File: config.mk
export PLATFORM = sky130hd
export DESIGN_NAME = bcd_to_binary
export DESIGN_NICKNAME = d
export VERILOG_FILES = /design/src/rtl/bcd_to_binary.sv
export SDC_FILE = /design/constraint.sdc
export NUM_CORES = 1
export LEC_CHECK = 0
export ABC_AREA = 1
export CORE_AREA = 2 2 39 41
export CTS_CLUSTER_SIZE = 12
export DETAILED_ROUTE_END_ITERATION = 10
export DIE_AREA = 0 0 41 43
export MAX_ROUTING_LAYER = met4
export PLACE_DENSITY_LB_ADDON = 0.08
export RECOVER_POWER = 100
export SETUP_SLACK_MARGIN = 0.1
export SYNTH_ARGS = -nofsm -noshare
export SYNTH_HDL_FRONTEND = slang
export SYNTH_SLANG_ARGS = --single-unit
File: constraint.sdc
create_clock -name clk -period 1.1 [get_ports clk]
set_clock_uncertainty 0.1 [all_clocks]
set_input_delay 0.33 -clock clk [delete_from_list [all_inputs] [get_ports clk]]
set_output_delay 0.33 -clock clk [all_outputs]
set_load 0.01 [all_outputs]
File: src/rtl/bcd_to_binary.sv
// bcd_to_binary
// Registered converter from packed multi-digit BCD to unsigned binary.
// Digits are folded most-significant first with a shift-and-add times-ten
// step, then checked for illegal nibbles and for overflow of the output width.
//
// Ports:
//   clk        rising-edge clock
//   rst_n      asynchronous active-low reset
//   in_valid   qualifies bcd on this clock edge
//   bcd        packed BCD, most significant digit in the top nibble
//   out_valid  binary/bcd_err/ovf valid this cycle (one-cycle pulse per input)
//   binary     converted value; saturates to all ones on ovf, 0 on bcd_err
//   bcd_err    at least one input nibble was greater than 9
//   ovf        legal decimal value did not fit in BIN_W bits
module bcd_to_binary #(
  parameter int N_DIGITS = 2,
  parameter int BIN_W    = 4
) (
  input  logic                  clk,
  input  logic                  rst_n,
  input  logic                  in_valid,
  input  logic [4*N_DIGITS-1:0] bcd,
  output logic                  out_valid,
  output logic [BIN_W-1:0]      binary,
  output logic                  bcd_err,
  output logic                  ovf
);

  localparam int VAL_W = $clog2(10 ** N_DIGITS);
  // Comparison width covers both the value and the output range, so the
  // overflow test also works when BIN_W is wider than the value.
  localparam int CMP_W = (VAL_W > BIN_W) ? VAL_W : BIN_W;
  localparam int EXT_W = CMP_W + 1;
  localparam logic [EXT_W-1:0] MAX_BIN = {{(EXT_W-BIN_W){1'b0}}, {BIN_W{1'b1}}};

  logic [VAL_W-1:0] value;
  logic [EXT_W-1:0] value_ext;
  logic             err_c;
  logic             ovf_c;
  logic [BIN_W-1:0] bin_c;

  // value = value*10 + digit, with *10 as (x<<3)+(x<<1). An illegal digit may
  // wrap the accumulator, which is harmless because bcd_err forces binary to 0.
  always_comb begin
    value = '0;
    err_c = 1'b0;
    for (int i = N_DIGITS - 1; i >= 0; i--) begin
      value = (value << 3) + (value << 1) + VAL_W'(bcd[4*i +: 4]);
      if (bcd[4*i +: 4] > 4'd9) begin
        err_c = 1'b1;
      end
    end
  end

  assign value_ext = EXT_W'(value);
  assign ovf_c     = !err_c && (value_ext > MAX_BIN);

  always_comb begin
    if (err_c) begin
      bin_c = '0;
    end else if (ovf_c) begin
      bin_c = '1;
    end else begin
      bin_c = value_ext[BIN_W-1:0];
    end
  end

  // Result fields only load on in_valid, so bcd may be X/Z while idle.
  always_ff @(posedge clk or negedge rst_n) begin
    if (!rst_n) begin
      out_valid <= 1'b0;
      binary    <= '0;
      bcd_err   <= 1'b0;
      ovf       <= 1'b0;
    end else begin
      out_valid <= in_valid;
      if (in_valid) begin
        binary  <= bin_c;
        bcd_err <= err_c;
        ovf     <= ovf_c;
      end
    end
  end

endmodule

==> out/qor.yml <==
sta:
  worst_pin_slew_ns: 0.323
  fin_crit_sh: 1.71
  post-route-min-period_ns: 1.88
  fin_ws_ns: -0.783
  slew-limit-headroom: 0.784
  setup_violations: 12
  hold_violations: 0
  rsz0062_at_grt: "true"
  slew_violations: 0
  clock.fmax_ghz: 0.531
worst_setup_path:
  arrival_ns: 1.92
  start_kind: "input port"
  cp_data_required_time_ns: 1.14
  cp_max_fo: 5
  criticalPathCategory: "input port to flop"
  worst-path-buf-inv: 3
  cp_slowest_stage_delay_ns: 0.54
  crit_family: "adder cells"
  worstPathCellList: "buf_8 -> inv_4 -> fa_1 -> inv_2 -> fa_2 -> xnor2_2 -> nand3_2 -> o21bai_4 -> nand2_1"
  worstSetupEndpointType: "flop"
  crit_slowest_cell: "fa_1"
cells_and_area:
  layout-drive-gt1-share: 0.532
  diodes: 0
  nets: 115
  final_cell_mix: "nand2_1, dfrtp_1, buf_6, buf_2, buf_4"
  fin_cells: 110
  finish.utilization: 0.662
  final_common_cell: "nand2_1"
  areaGrowthSynthToFinish_pct: 74.3
clocking:
  clock_latency_ns: 0.26
  htreeDepth: 1
  cts-buffers-inserted: 3
  cts_root_buf: "clkbuf_4"
  cts_hold_buf: 0
  cts.sinks: 7
  clockBufferDepth: 2
  clk_pin_slew_worst_paths_ns: 0.06
  cts_tree: "built"
drt:
  drcViolationCount: 0
  drtAntennaViolNets: 0
  vias: 522
  drt_iter0_drc: 8
  drt_wl_total_mm: 1.18
  via_per_inst: 4.75
  firstDrtPassIters: 4
  wire_per_inst_um: 10.8
synth:
  yosysSeqAreaShare: 0.333
  syn_inst: 60
  ys_types: 15
  yosys_warnings: 0
  ys_ff_latch: 7
  synth_area_um2: 526
  syn_area_per_cell_um2: 8.76
  synth_fp_nets: 80
placed_design:
  numPortBuffers: 17
  dp_cells: 101
  pre_cts_ws_ns: -1.59
  dpl.hpwl_um: 944
  gp_congestion: 0.774
pwr:
  pwr_density_cell_nw_per_um2: 1080
  ir_worst_vdd_mv: 0.551
  p_leak_uw: 0.000477
worst_hold_path:
  holdCritPathClass: "input port to flop"
floorplan:
  start_util: 0.380
  fp.dieW_um: 41
  rows: 14
  design.core.area_um2: 1380
  die_y_um: 43
  num_io_pins: 18
  die_area_um2: 1760
status:
  outcome: "finished, violations left"
  failed_checks: "negative setup slack"
global_route:
  grt_overflow: 0
  grt_pass1_wl_mm: 1.93
  antenna_found_initial: 0
  track_usage: 0.177
  grt_max_degree: 8
  grt_pass1_vias: 485
flow_run:
  max_cap_viol_count: 0
worst paths after layout:
kind	from	endpoint	slack, ns	cells after the start
setup reg to reg	binary[3]$_DFFE_PN0P_	binary[3]$_DFFE_PN0P_	-0.03	5
setup / recovery	bcd[4]	binary[3]$_DFFE_PN0P_	-0.78	9
min in group asynchronous	rst_n	out_valid$_DFF_PN0_	0.30	1
hold / removal	in_valid	out_valid$_DFF_PN0_	0.27	2
max in group asynchronous	rst_n	binary[1]$_DFFE_PN0P_	0.36	1
hold reg to reg	bcd_err$_DFFE_PN0P_	bcd_err$_DFFE_PN0P_	0.43	2
state kept, by name, indices dropped and copies added (netlist names):
name / flops
binary: 4
out_valid: 1
ovf: 1
bcd_err: 1
power by group:
part | switching [µW] | leakage (µW) | total (µW) | internal (µW)
Clock | 104 | 0.0000150 | 243 | 139
Sequential | 16.6 | 0.0000839 | 312 | 296
Combinational | 195 | 0.000378 | 430 | 235
kinds of logic (layout without fill, tap and decap cells):
family                   count (synthesis)  in the layout  synth area share
AND/OR/NAND/NOR                         24             24             0.200
buffers and inverters                   10             44            0.0714
adder cells (fa/ha/maj)                  9              9             0.243
AO/OA/AOI/OAI                            9              9             0.136
flip-flops                               7              7             0.333
XOR/XNOR                                 1              1            0.0167
timing repair:
item,in CTS,in global routing
pin swaps,13,11
buffers inserted,1,4
resized for setup,57,30
setup endpoints to repair,13,13
cells in the mapped netlist:
cell type	instances	share of area
nand3_2	1	0.019
o21bai_4	1	0.036
nand3_1	5	0.048
inv_1	10	0.071
nand2_1	14	0.10
xnor2_1	1	0.017
o21ai_0	1	0.0095
o211ai_1	1	0.014
fa_1	2	0.076
nand2_2	1	0.012
dfrtp_1	7	0.33
a21oi_1	2	0.019
nor2_1	3	0.021
a21boi_0	4	0.057
ha_1	7	0.17
metal layers:
metal / part of all wire / up-vias / routed length, µm / track usage
met5: 0 / - / 0 / -
met4: 0.026 / 0 / 31 / 0.120
met3: 0.065 / 5 / 77 / 0.0471
met2: 0.49 / 17 / 579 / 0.238
met1: 0.42 / 235 / 494 / 0.222
li1: - / 265 / - / -
final cells by class:
| class | count | area, µm² |
|---|---|---|
| clock buffers | 4 | 26.3 |
| fillers | 115 | 468 |
| inverters | 10 | 47.5 |
| multi-input cells | 43 | 385 |
| flip-flops and latches | 7 | 175 |
| well taps | 16 | 20.0 |
| repair buffers | 30 | 262 |
stage by stage:
stage	power, µW	TNS (ns)	area [µm²]	hold WS [ns]
2_1_floorplan	516	-4.38	548	-0.0656
4_1_cts	957	-5.01	832	0.234
3_5_place_dp	709	-9.90	798	0.378
6_report	985	-4.50	916	0.272
3_3_place_gp	705	-9.62	798	0.379
5_1_grt	1060	-5.14	916	0.281
Power figures use the tool's default switching activity.
